--- src/rtl/bus_arbiter_pkg.sv ---
// Shared types and defaults for the two-master serial-bus arbiter.
// Imported by the interface, the round-robin picker and the arbiter top.
package bus_pkg;

    localparam int unsigned DefSselBits = 2;
    localparam int unsigned DefNslaves  = 3;
    localparam int unsigned DefTimeout  = 16;

    localparam logic Master0 = 1'b0;
    localparam logic Master1 = 1'b1;

    typedef enum logic [2:0] {
        StIdle,
        StGrant,
        StAddr,
        StXfer,
        StWaitRdy,
        StRelease
    } bus_state_e;

    function automatic logic [1:0] master_onehot(input logic idx);
        return (idx == Master1) ? 2'b10 : 2'b01;
    endfunction

endpackage

--- src/rtl/bus_arbiter_if.sv ---
// Arbiter-side bundle of the shared serial bus: requests, post-mux bus lines,
// slave handshakes and the arbiter's grant/routing outputs.
interface bus_arbiter_if #(
    parameter int unsigned SSEL_BITS = bus_pkg::DefSselBits,
    parameter int unsigned NSLAVES   = bus_pkg::DefNslaves
) ();

    logic [1:0]           req;
    logic                 bus_valid;
    logic                 bus_addr;
    logic [NSLAVES-1:0]   slave_ready;
    logic [1:0]           grant;
    logic                 mselect;
    logic [SSEL_BITS-1:0] sselect;
    logic [NSLAVES-1:0]   svalid;
    logic                 BusAvailable;
    logic                 err;

    // The arbiter owns the bus, so it takes the master view.
    modport master (
        input  req,
        input  bus_valid,
        input  bus_addr,
        input  slave_ready,
        output grant,
        output mselect,
        output sselect,
        output svalid,
        output BusAvailable,
        output err
    );

    modport slave (
        output req,
        output bus_valid,
        output bus_addr,
        output slave_ready,
        input  grant,
        input  mselect,
        input  sselect,
        input  svalid,
        input  BusAvailable,
        input  err
    );

endinterface

--- src/rtl/bus_arbiter_rr_pick.sv ---
// Combinational two-way round-robin selector: a lone requester wins outright,
// a tie goes to the master that was not granted last.
module arb_rr_pick
    import bus_pkg::*;
(
    input  logic [1:0] req,
    input  logic       last,
    output logic       pick
);

    always_comb begin
        pick = Master0;
        unique case (req)
            2'b01:   pick = Master0;
            2'b10:   pick = Master1;
            2'b11:   pick = ~last;
            default: pick = Master0;
        endcase
    end

endmodule

--- src/rtl/bus_arbiter.sv ---
// Two-master, multi-slave serial-bus arbiter: round-robin grant, serial slave-select
// decode, validIn routing and grant hold until the addressed slave is ready.
module bus_arbiter
    import bus_pkg::*;
#(
    parameter int unsigned SSEL_BITS = DefSselBits,
    parameter int unsigned NSLAVES   = DefNslaves,
    parameter int unsigned TIMEOUT   = DefTimeout
) (
    input logic           clk,
    input logic           reset,
    bus_arbiter_if.master bus
);

    localparam int unsigned CntW = (TIMEOUT > 1) ? $clog2(TIMEOUT) : 1;
    localparam int unsigned BitW = $clog2(SSEL_BITS + 1);
    localparam logic [CntW-1:0] CntLast = CntW'(TIMEOUT - 1);
    localparam logic [BitW-1:0] BitLast = BitW'(SSEL_BITS - 1);

    bus_state_e           state_q, state_d;
    logic [CntW-1:0]      cnt_q, cnt_d;
    logic [SSEL_BITS-1:0] shift_q, shift_d;
    logic [BitW-1:0]      nbits_q, nbits_d;
    logic                 bad_q, bad_d;
    logic                 last_q, last_d;
    logic [1:0]           grant_q, grant_d;
    logic                 mselect_q, mselect_d;
    logic [SSEL_BITS-1:0] sselect_q, sselect_d;
    logic [NSLAVES-1:0]   svalid_q, svalid_d;
    logic                 avail_q, avail_d;
    logic                 err_q, err_d;

    logic                 pick;
    logic                 sel_ready;
    logic                 req_held;
    logic [SSEL_BITS-1:0] shift_in;

    arb_rr_pick u_pick (
        .req  (bus.req),
        .last (last_q),
        .pick (pick)
    );

    // Select bits arrive MSB first.
    assign shift_in = (shift_q << 1) | SSEL_BITS'(bus.bus_addr);
    assign req_held = (bus.req & grant_q) != 2'b00;

    always_comb begin
        sel_ready = 1'b0;
        for (int unsigned i = 0; i < NSLAVES; i++) begin
            if (sselect_q == SSEL_BITS'(i)) begin
                sel_ready = bus.slave_ready[i];
            end
        end
    end

    always_comb begin
        state_d   = state_q;
        cnt_d     = cnt_q;
        shift_d   = shift_q;
        nbits_d   = nbits_q;
        bad_d     = bad_q;
        last_d    = last_q;
        grant_d   = grant_q;
        mselect_d = mselect_q;
        sselect_d = sselect_q;
        svalid_d  = '0;
        avail_d   = avail_q;
        err_d     = 1'b0;

        unique case (state_q)
            StIdle: begin
                if (bus.req != 2'b00) begin
                    grant_d   = master_onehot(pick);
                    mselect_d = pick;
                    avail_d   = 1'b0;
                    cnt_d     = '0;
                    bad_d     = 1'b0;
                    state_d   = StGrant;
                end
            end

            StGrant: begin
                if (bus.bus_valid) begin
                    shift_d = SSEL_BITS'(bus.bus_addr);
                    nbits_d = BitW'(1);
                    state_d = StAddr;
                end else if (!req_held) begin
                    state_d = StRelease;
                end else if (cnt_q == CntLast) begin
                    err_d   = 1'b1;
                    state_d = StRelease;
                end else begin
                    cnt_d = cnt_q + 1'b1;
                end
            end

            StAddr: begin
                // A low bus_valid just stalls the shift.
                if (bus.bus_valid) begin
                    shift_d = shift_in;
                    nbits_d = nbits_q + 1'b1;
                    if (nbits_q == BitLast) begin
                        sselect_d = shift_in;
                        state_d   = StXfer;
                        if (32'(shift_in) >= NSLAVES) begin
                            bad_d = 1'b1;
                            err_d = 1'b1;
                        end
                    end
                end
            end

            StXfer: begin
                if (bus.bus_valid) begin
                    for (int unsigned i = 0; i < NSLAVES; i++) begin
                        svalid_d[i] = !bad_q && (sselect_q == SSEL_BITS'(i));
                    end
                end else begin
                    state_d = bad_q ? StRelease : StWaitRdy;
                end
            end

            StWaitRdy: begin
                if (sel_ready) begin
                    state_d = StRelease;
                end
            end

            StRelease: begin
                grant_d = 2'b00;
                last_d  = mselect_q;
                avail_d = 1'b1;
                bad_d   = 1'b0;
                state_d = StIdle;
            end

            default: begin
                state_d = StIdle;
            end
        endcase
    end

    always_ff @(posedge clk or negedge reset) begin
        if (!reset) begin
            state_q   <= StIdle;
            cnt_q     <= '0;
            shift_q   <= '0;
            nbits_q   <= '0;
            bad_q     <= 1'b0;
            last_q    <= Master1;
            grant_q   <= 2'b00;
            mselect_q <= Master0;
            sselect_q <= '0;
            svalid_q  <= '0;
            avail_q   <= 1'b1;
            err_q     <= 1'b0;
        end else begin
            state_q   <= state_d;
            cnt_q     <= cnt_d;
            shift_q   <= shift_d;
            nbits_q   <= nbits_d;
            bad_q     <= bad_d;
            last_q    <= last_d;
            grant_q   <= grant_d;
            mselect_q <= mselect_d;
            sselect_q <= sselect_d;
            svalid_q  <= svalid_d;
            avail_q   <= avail_d;
            err_q     <= err_d;
        end
    end

    assign bus.grant        = grant_q;
    assign bus.mselect      = mselect_q;
    assign bus.sselect      = sselect_q;
    assign bus.svalid       = svalid_q;
    assign bus.BusAvailable = avail_q;
    assign bus.err          = err_q;

endmodule

--- src/flat_wrapper.sv ---
// flat-port wrapper written by rule: the top's interface ports become plain ports
module bus_arbiter_flat import bus_pkg::*;
#(
    parameter int unsigned SSEL_BITS = DefSselBits,
    parameter int unsigned NSLAVES   = DefNslaves,
    parameter int unsigned TIMEOUT   = DefTimeout
)
  (clk, reset, bus_req, bus_bus_valid, bus_bus_addr, bus_slave_ready, bus_grant, bus_mselect, bus_sselect, bus_svalid, bus_BusAvailable, bus_err);
  bus_arbiter_if #(.SSEL_BITS(SSEL_BITS), .NSLAVES(NSLAVES)) bus_i ();
  input logic clk;
  input logic reset;
  input wire logic [$bits(bus_i.req)-1:0] bus_req;
  input wire logic [$bits(bus_i.bus_valid)-1:0] bus_bus_valid;
  input wire logic [$bits(bus_i.bus_addr)-1:0] bus_bus_addr;
  input wire logic [$bits(bus_i.slave_ready)-1:0] bus_slave_ready;
  output wire logic [$bits(bus_i.grant)-1:0] bus_grant;
  output wire logic [$bits(bus_i.mselect)-1:0] bus_mselect;
  output wire logic [$bits(bus_i.sselect)-1:0] bus_sselect;
  output wire logic [$bits(bus_i.svalid)-1:0] bus_svalid;
  output wire logic [$bits(bus_i.BusAvailable)-1:0] bus_BusAvailable;
  output wire logic [$bits(bus_i.err)-1:0] bus_err;
  assign bus_i.req = bus_req;
  assign bus_i.bus_valid = bus_bus_valid;
  assign bus_i.bus_addr = bus_bus_addr;
  assign bus_i.slave_ready = bus_slave_ready;
  assign bus_grant = bus_i.grant;
  assign bus_mselect = bus_i.mselect;
  assign bus_sselect = bus_i.sselect;
  assign bus_svalid = bus_i.svalid;
  assign bus_BusAvailable = bus_i.BusAvailable;
  assign bus_err = bus_i.err;
  bus_arbiter #(.SSEL_BITS(SSEL_BITS), .NSLAVES(NSLAVES), .TIMEOUT(TIMEOUT)) u_core (.clk(clk), .reset(reset), .bus(bus_i));
endmodule
--- config.mk ---
export PLATFORM = sky130hd
export DESIGN_NAME = bus_arbiter_flat
export DESIGN_NICKNAME = d
export VERILOG_FILES = /design/src/rtl/bus_arbiter_pkg.sv /design/src/rtl/bus_arbiter_if.sv /design/src/rtl/bus_arbiter_rr_pick.sv /design/src/rtl/bus_arbiter.sv /design/src/flat_wrapper.sv
export SDC_FILE = /design/constraint.sdc
export NUM_CORES = 1
export LEC_CHECK = 0
export ABC_AREA = 1
export CAP_MARGIN = 10
export CORE_UTILIZATION = 56
export CTS_CLUSTER_SIZE = 25
export DETAILED_ROUTE_END_ITERATION = 7
export PLACE_DENSITY = 0.83
export SYNTH_ARGS = -nofsm -noshare
export SYNTH_HDL_FRONTEND = slang
export SYNTH_SLANG_ARGS = --single-unit
--- constraint.sdc ---
create_clock -name clk -period 2.5 [get_ports clk]
set_input_delay 0.625 -clock clk [delete_from_list [all_inputs] [get_ports clk]]
set_output_delay 0.625 -clock clk [all_outputs]
set_load 0.005 [all_outputs]
==> flow_metrics.tcl, run 1 <==
set metrics [dict create \
    run_status "finished, final reports clean" \
    peakVddDrop_v 0.000642 \
    met2_usage_pct 35.0 \
    drtAntennaViolNets 0 \
    critical-path-top-delay-family "flip-flops" \
    cts_buffer_depth 2 \
    ys_ff_latch 22 \
    met3_usage_pct 3.77 \
    slowest_stage "dfstp_2" \
    endpoint_kind "output port" \
    htreeDepth 1 \
    start_util_pct 60.3 \
    cts-hold-fix-buffers 0 \
    synth_area_leader_cell "dfrtp_1" \
    areaGrowthSynthToFinish_pct 19.5 \
    synth_top_area_share_pct 41.5 \
    portBuffers 18 \
    dieWidth_microns 48.4 \
    cts_setup_buffers 0 \
    wl_per_cell_microns 11.5 \
    grt_overflow_total 0 \
    arrival_ns 1.34 \
    die_area_sq_um 2340 \
    grt_max_degree 23 \
    synthDistinctLibCells 26 \
    leakage_nw 0.677 \
    fin_worst_skew_ns 0.00258 \
    min_period_ns 1.96 \
    total_power_w 0.00154 \
    p_per_area_nw_per_um2 1070 \
    critical_path.max_stage_delay_ns 0.55 \
    finalSetupViolations 0 \
    wirelength_mm 2.19 \
    cp-start-kind "register" \
    final_common_cell "nand2_1" \
    drtIter0Drc 28 \
    final_cell_mix "nand2_1 (33), dfrtp_1 (20), clkdlybuf4s50_1 (18)" \
    path_cells "clkdlybuf4s50_1" \
    dp_hpwl_mm 1.70 \
    period_share_pct 78.5 \
    final_max_slew_viol_count 0 \
    synthTopCellsByArea "dfrtp_1 (41%), nand2_1 (10%), nand3_1 (5.8%)" \
    ios 19 \
    vias 1017 \
    tightestPinTransition_ns 0.447 \
    clock.fmax_mhz 510 \
    cts_tree "done" \
    drc 0 \
    yosysSeqAreaShare_pct 45.9 \
    cts_resized 0 \
    grt_pass1_vias 980 \
    drive_above_1_share_pct 17.7 \
    rsz0062_at_grt "false" \
    use_met1_pct 31.3 \
    antenna_found_initial 0 \
    core_area_sq_um 2000 \
    worstSetupPathType "reg -> out" \
    grt_usage_pct 22.5 \
    hold_viol 0 \
    nNetsFinal 176 \
    min_path_type "reg -> reg" \
    gp_congestion 0.905 \
    grt_pass1_wl_mm 4.19 \
    final_core_util_pct 72.0 \
    fill_cells 150 \
    root_buffer "clkbuf_4" \
    die_y_microns 48.4 \
    rows 16 \
    grt-busiest-layer "met2" \
    vias_per_cell 5.32 \
    syn_area_sq_um 1210 \
    firstDrtPassIters 4 \
    avgSynthCellArea_sq_um 8.43 \
    clk_pin_slew_worst_paths_ns 0.11 \
    syn_inst 143 \
    diodes 0 \
    max_cap_viol_count 0 \
    numCtsBuffers 3 \
    fin_tns_setup_ns 0 \
    cts_num_sinks 22 \
    path_buf_inv 1 \
    slew-limit-headroom_pct 70.2 \
    required_ns 1.88 \
    crit_fanout 2 \
    yosys_warnings 0 \
    syn_nets 154 \
    clock_latency_ns 0.30 \
]
[stage by stage]
step	cells	hold slack (ns)	area, sq um	setup WS (ns)
after floorplan	143	0.329	1210	1.18
after global placement	187	0.452	1410	0.542
after detailed placement	187	0.460	1410	0.505
final	191	0.467	1440	0.538
after global routing	191	0.491	1440	0.479
after CTS	191	0.471	1440	0.523
[cell type report]
cell class	instances	area [sq um]	share of cell area, %
repair buffers	19	188	13.0
multi-input cells	103	563	39.1
well taps	27	33.8	2.34
flip-flops and latches	22	553	38.4
inverters	16	67.6	4.69
clock buffers	4	36.3	2.52
[final timing paths]
check                                         from                 endpoint  slack (ns)  depth (start not counted)
max in group asynchronous                    reset            u_core.last_q        1.58                          2
min in group asynchronous                    reset        u_core.state_q[1]        0.65                          2
max                        u_core.bus.BusAvailable         bus_BusAvailable        0.54                          1
min                        u_core.bus.BusAvailable  u_core.bus.BusAvailable        0.47                          2
min reg2reg                u_core.bus.BusAvailable  u_core.bus.BusAvailable        0.47                          2
max reg2reg                        u_core.cnt_q[0]        u_core.state_q[0]        1.08                          7
[logic make-up after synthesis]
group                    share of synthesized area [%]
AO/OA/AOI/OAI                                     5.71
buffers and inverters                             7.47
XOR/XNOR                                          1.45
flip-flops                                        45.9
AND/OR/NAND/NOR                                   37.4
adder cells (fa/ha/maj)                           2.07
[registers in the layout, indices dropped and copies added, names as in the netlist]
| name | flops |
|---|---|
| u_core.shift_q | 1 |
| u_core.bus.sselect | 2 |
| u_core.nbits_q | 2 |
| u_core.bus.mselect | 1 |
| u_core.bad_q | 1 |
| u_core.last_q | 1 |
| u_core.bus.BusAvailable | 1 |
| u_core.bus.svalid | 3 |
| u_core.bus.err | 1 |
| u_core.bus.grant | 2 |
| u_core.cnt_q | 4 |
| u_core.state_q | 3 |
[routing by layer]
metal / routed length [microns] / up-vias / part of all wire [%]
met4: 45 / 0 / 2.1
met5: 0 / - / 0
met3: 83 / 6 / 3.8
met1: 1020 / 484 / 47
met2: 1040 / 22 / 47
li1: - / 505 / -
[synthesized netlist by cell type]
cell       n
nand2_1   33
dfrtp_1   20
nor2_1    15
nand3_1   14
inv_1     10
nor3_1     5
nand4_1    4
nor2_4     4
o21ai_0    4
inv_2      3
inv_4      3
nand2_2    3
nor2_2     3
o21ai_1    3
a21oi_1    2
buf_6      2
dfstp_2    2
ha_1       2
nand3_2    2
nand3_4    2
xor2_1     2
a21oi_2    1
a31o_2     1
nand3b_1   1
o22ai_1    1
or2_1      1
[power by group]
group          total (W)  internal (W)  leakage [nW]  switching (W)
registers       0.000623      0.000482         0.278       0.000141
clock network   0.000188     0.0000889        0.0210      0.0000991
logic           0.000728      0.000315         0.378       0.000413
total            0.00154      0.000886         0.677       0.000653
Note: power is estimated with default switching activity, not from simulation.
==> run 2: changes to the inputs <==
--- a/config.mk
+++ b/config.mk
@@ -7,10 +7,10 @@
 export LEC_CHECK = 0
 export ABC_AREA = 1
 export CAP_MARGIN = 10
-export CORE_UTILIZATION = 56
+export CORE_UTILIZATION = 52
 export CTS_CLUSTER_SIZE = 25
 export DETAILED_ROUTE_END_ITERATION = 7
-export PLACE_DENSITY = 0.83
+export PLACE_DENSITY = 0.78
 export SYNTH_ARGS = -nofsm -noshare
 export SYNTH_HDL_FRONTEND = slang
 export SYNTH_SLANG_ARGS = --single-unit
==> constraint.sdc (replaced) <==
create_clock -name clk -period 1.9 [get_ports clk]
set_input_delay 0.475 -clock clk [delete_from_list [all_inputs] [get_ports clk]]
set_output_delay 0.475 -clock clk [all_outputs]
set_load 0.005 [all_outputs]
==> run 2 against run 1 <==
Net effect:
- clock power increased by 14%
- largest power group unchanged
- setup slack got worse by 0.46 ns
- final area is 0.87% lower
- total power rose by 30%
==> flow_metrics.tcl, run 2 (synthesis gave the netlist of run 1 again) <==
set metrics [dict create \
    final_max_slew_viol_count 0 \
    diodes 0 \
    min_path_type "reg -> reg" \
    min_period_ns 1.82 \
    cts_tree "done" \
    start_util_pct 55.1 \
    required_ns 1.42 \
    whs_ns 0.475 \
    r2r-end "u_core.state_q[0]" \
    ios 19 \
    slowest_stage "dfstp_2" \
    fin_worst_skew_ns 0.00530 \
    period_share_pct 95.9 \
    dieWidth_microns 50.2 \
    cts_num_sinks 22 \
    cts_setup_buffers 0 \
    grt_usage_pct 21.8 \
    run_status "finished, final reports clean" \
    max_cap_viol_count 0 \
    path_buf_inv 1 \
    drtIter0Drc 21 \
    cts-hold-fix-buffers 0 \
    portBuffers 18 \
    critical-path-top-delay-family "flip-flops" \
    finalSetupViolations 0 \
    final_common_cell "nand2_1" \
    hold_start "u_core.bus.BusAvailable" \
    dp_hpwl_mm 1.85 \
    areaGrowthSynthToFinish_pct 18.5 \
    r2r_slack_ns 0.48 \
    grt_pass1_wl_mm 4.11 \
    gp_congestion 0.905 \
    holdPathStages 2 \
    cts_resized 0 \
    slew-limit-headroom_pct 69.8 \
    top_register "u_core.cnt_q" \
    worstSetupPathType "reg -> out" \
    drc 0 \
    peakVddDrop_v 0.000820 \
    fill_cells 194 \
    total_power_w 0.00200 \
    final_cell_mix "nand2_1 (33), dfrtp_1 (20), clkdlybuf4s50_1 (18)" \
    tightestPinTransition_ns 0.453 \
    critical_path.max_stage_delay_ns 0.55 \
    die_area_sq_um 2520 \
    clock_latency_ns 0.31 \
    htreeDepth 1 \
    grt_pass1_vias 994 \
    arrival_ns 1.35 \
    clock.fmax_mhz 549 \
    nNetsFinal 176 \
    leakage_nw 0.670 \
    grt_max_degree 23 \
    wirelength_mm 2.34 \
    holdPathEnd "u_core.bus.BusAvailable" \
    ff2ff_path_depth 8 \
    drtAntennaViolNets 0 \
    core_area_sq_um 2190 \
    cts_buffer_depth 2 \
    r2r-start "u_core.cnt_q[0]" \
    stdcell_area_sq_um 1430 \
    endpoint_kind "output port" \
    place_area_sq_um 1410 \
    largest_reg_flops 4 \
    numCtsBuffers 3 \
    vias_per_cell 5.30 \
    clk_pin_slew_worst_paths_ns 0.11 \
    die_y_microns 50.2 \
    drive_above_1_share_pct 17.2 \
    hold_viol 0 \
    path_cells "clkdlybuf4s50_1" \
    root_buffer "clkbuf_4" \
    vias 1012 \
    rows 17 \
    crit_fanout 2 \
    firstDrtPassIters 4 \
    cp-start-kind "register" \
    grt_overflow_total 0 \
    antenna_found_initial 0 \
    p_per_area_nw_per_um2 1400 \
    rsz0062_at_grt "false" \
    wl_per_cell_microns 12.2 \
    fin_tns_setup_ns 0 \
]
[run 2: how the worst max path moves through the flow]
stage	slack, ns	startpoint	cells after the start	to
2_1_floorplan	0.65	u_core.cnt_q[0]	7	u_core.state_q[1]
3_3_place_gp	0.10	bus_bus_valid	8	u_core.state_q[1]
3_5_place_dp	0.07	bus_bus_valid	8	u_core.state_q[0]
4_1_cts	0.08	u_core.bus.BusAvailable	1	bus_BusAvailable
5_1_grt	0.03	u_core.bus.BusAvailable	1	bus_BusAvailable
6_report	0.08	u_core.bus.BusAvailable	1	bus_BusAvailable
[run 2: per-layer routing]
| layer | wire, microns | GRT usage (%) | vias to the layer above |
|---|---|---|---|
| li1 | - | - | 514 |
| met1 | 1080 | 29.4 | 466 |
| met2 | 1130 | 35.3 | 27 |
| met3 | 96 | 2.73 | 5 |
| met4 | 28 | 9.05 | 0 |
| met5 | 0 | 0 | - |
[run 2: report_power, final]
group	total [W]	switching, W	internal [W]
sequential	0.000825	0.000190	0.000635
clock	0.000214	0.000140	0.0000741
combinational	0.000962	0.000549	0.000413
[run 2: cell type report]
type	count	area (sq um)	share of cell area, %
sequential	22	553	38.7
tap	28	35.0	2.45
clock buffer	3	22.5	1.58
multi-input combinational	103	563	39.4
inverter	16	67.6	4.73
timing repair buffer	19	188	13.1
[run 2: metrics by stage]
| stage | instances | util (%) | worst slack [ns] |
|---|---|---|---|
| floorplan | 143 | - | 0.648 |
| global placement | 188 | 64.2 | 0.101 |
| detailed placement | 188 | 64.2 | 0.0697 |
| CTS | 191 | 65.2 | 0.0766 |
| global route | 191 | 65.2 | 0.0323 |
| finish | 191 | 65.2 | 0.0775 |
==> run 3: changes to the inputs <==
--- a/config.mk
+++ b/config.mk
@@ -7,10 +7,11 @@
 export LEC_CHECK = 0
 export ABC_AREA = 1
 export CAP_MARGIN = 10
-export CORE_UTILIZATION = 52
+export CORE_MARGIN = 5
+export CORE_UTILIZATION = 45
 export CTS_CLUSTER_SIZE = 25
 export DETAILED_ROUTE_END_ITERATION = 7
-export PLACE_DENSITY = 0.78
+export PLACE_DENSITY_LB_ADDON = 0.12
 export SYNTH_ARGS = -nofsm -noshare
 export SYNTH_HDL_FRONTEND = slang
 export SYNTH_SLANG_ARGS = --single-unit
==> run 3 against run 2 <==
Net effect:
- maximum frequency grew 0.63%
- combinational power is essentially flat
- non-clock buffer count is the same
- sequential share of layout area shrank 0.17 points
- total power grew 0.31%
- die area grew 52%
- via count shrank 1.8%
- final area grew 0.44%
- first-iteration DRC count grew 71%
- register-to-register slack gained 0.02 ns
- sequential power shrank 0.7%
- clock power grew 5%
- highest routed layer unchanged
==> flow_metrics.tcl, run 3 (synthesis gave the netlist of run 1 again) <==
set metrics [dict create \
    fill_cells 238 \
    dieWidth_microns 61.8 \
    die_area_sq_um 3820 \
    wl_per_cell_microns 12.2 \
    r2r-start "u_core.cnt_q[0]" \
    vias 994 \
    grt_overflow_total 0 \
    tightestPinTransition_ns 0.466 \
    finalSetupViolations 0 \
    start_util_pct 47.8 \
    critical_path.max_stage_delay_ns 0.54 \
    seqPwrFrac_pct 40.8 \
    fin_tns_setup_ns 0 \
    clock_latency_ns 0.32 \
    wl_met1_mm 1.12 \
    diodes 0 \
    final_common_cell "nand2_1" \
    min_path_type "reg -> reg" \
    setup_ws_ns 0.0888 \
    period_share_pct 95.3 \
    clk_pin_slew_worst_paths_ns 0.11 \
    layout.cells.non_filler 194 \
    dr_wl_met3_microns 125 \
    p_int_w 0.00113 \
    dpl_worst_slack_ns 0.0499 \
    slowest_stage "dfstp_2" \
    cts_buffer_depth 2 \
    r2r_slack_ns 0.50 \
    firstDrtPassIters 4 \
    drtAntennaViolNets 0 \
    worstSetupPathType "reg -> out" \
    path_cells "clkdlybuf4s50_1" \
    crit_fanout 2 \
    endpoint_kind "output port" \
    ff2ff_path_depth 7 \
    place_inst 190 \
    netSwitchingFraction_pct 43.7 \
    drtIter0Drc 36 \
    place_area_sq_um 1410 \
    grt_max_degree 23 \
    fin_worst_skew_ns 0.0171 \
    die_y_microns 61.8 \
    hold_start "u_core.bus.BusAvailable" \
    cts_num_sinks 22 \
    required_ns 1.42 \
    peakVddDrop_v 0.000841 \
    final_cell_mix "nand2_1 (33), dfrtp_1 (20), clkdlybuf4s50_1 (18)" \
    r2r-end "u_core.state_q[2]" \
    power_frac_clock_pct 11.2 \
    cts_resized 0 \
    stdcell_area_sq_um 1440 \
    antenna_found_initial 0 \
    root_buffer "clkbuf_4" \
    numCtsBuffers 3 \
    min_period_ns 1.81 \
    rows 18 \
    areaGrowthSynthToFinish_pct 19.0 \
    leakage_nw 0.671 \
    rsz0062_at_grt "false" \
    vias_per_cell 5.12 \
    final_max_slew_viol_count 0 \
    comb_power_share_pct 48.0 \
    drive_above_1_share_pct 17.1 \
    dp_hpwl_mm 1.87 \
    path_buf_inv 1 \
    cts_setup_buffers 0 \
    wl_met2_mm 1.11 \
    holdPathEnd "u_core.bus.BusAvailable" \
    slew-limit-headroom_pct 69.0 \
    highest_layer "met4" \
    top_register "u_core.cnt_q" \
    cp-start-kind "register" \
    run_status "finished, final reports clean" \
    p_per_area_nw_per_um2 1400 \
    portBuffers 18 \
    grt_usage_pct 14.0 \
    switching_power_w 0.000877 \
    clock.fmax_mhz 552 \
    whs_ns 0.473 \
    cts_tree "done" \
    arrival_ns 1.34 \
    nNetsFinal 176 \
    htreeDepth 1 \
    grt_pass1_vias 915 \
    largest_reg_flops 4 \
    hold_viol 0 \
    ios 19 \
    critical-path-top-delay-family "flip-flops" \
    holdPathStages 2 \
    gp_congestion 0.828 \
    max_cap_viol_count 0 \
    grt_pass1_wl_mm 3.95 \
    core_area_sq_um 2520 \
    drc 0 \
    cts-hold-fix-buffers 0 \
    wirelength_mm 2.37 \
]
[run 3: final cells by class]
class | instances | area (sq um) | area share (%)
well taps | 30 | 37.5 | 2.62
multi-input cells | 103 | 563 | 39.2
clock buffers | 4 | 26.3 | 1.83
repair buffers | 19 | 188 | 13.1
inverters | 16 | 67.6 | 4.71
flip-flops and latches | 22 | 553 | 38.5
[run 3: worst max path at each step]
| stage | start | to | slack, ns | cells past startpoint |
|---|---|---|---|---|
| 6_report | u_core.bus.BusAvailable | bus_BusAvailable | 0.09 | 1 |
| 3_3_place_gp | bus_bus_valid | u_core.state_q[1] | 0.09 | 8 |
| 3_5_place_dp | bus_bus_valid | u_core.state_q[0] | 0.05 | 8 |
| 4_1_cts | u_core.bus.BusAvailable | bus_BusAvailable | 0.06 | 1 |
| 2_1_floorplan | u_core.cnt_q[0] | u_core.state_q[1] | 0.65 | 7 |
| 5_1_grt | u_core.bus.BusAvailable | bus_BusAvailable | 0.02 | 1 |
[run 3: per-stage QoR]
| stage | utilization [%] | total power, W |
|---|---|---|
| final | 56.9 | 0.00201 |
| after global routing | 56.9 | 0.00218 |
| after CTS | 56.9 | 0.00202 |
| after detailed placement | 55.9 | 0.00179 |
| after global placement | 55.9 | 0.00177 |
| after floorplan | - | 0.00152 |
[run 3: per-layer routing]
metal	GRT usage, %	up-vias
met5	0	-
met4	2.73	0
met3	4.34	2
met2	22.6	21
met1	18.6	461
li1	-	510
[run 3: power by group through the flow]
stage	sequential, W	combinational (W)	clock [W]
finish	0.000819	0.000964	0.000224
global route	0.000843	0.00108	0.000255
CTS	0.000817	0.000973	0.000232
detailed placement	0.000826	0.000969	0
global placement	0.000821	0.000946	0
floorplan	0.000747	0.000771	0
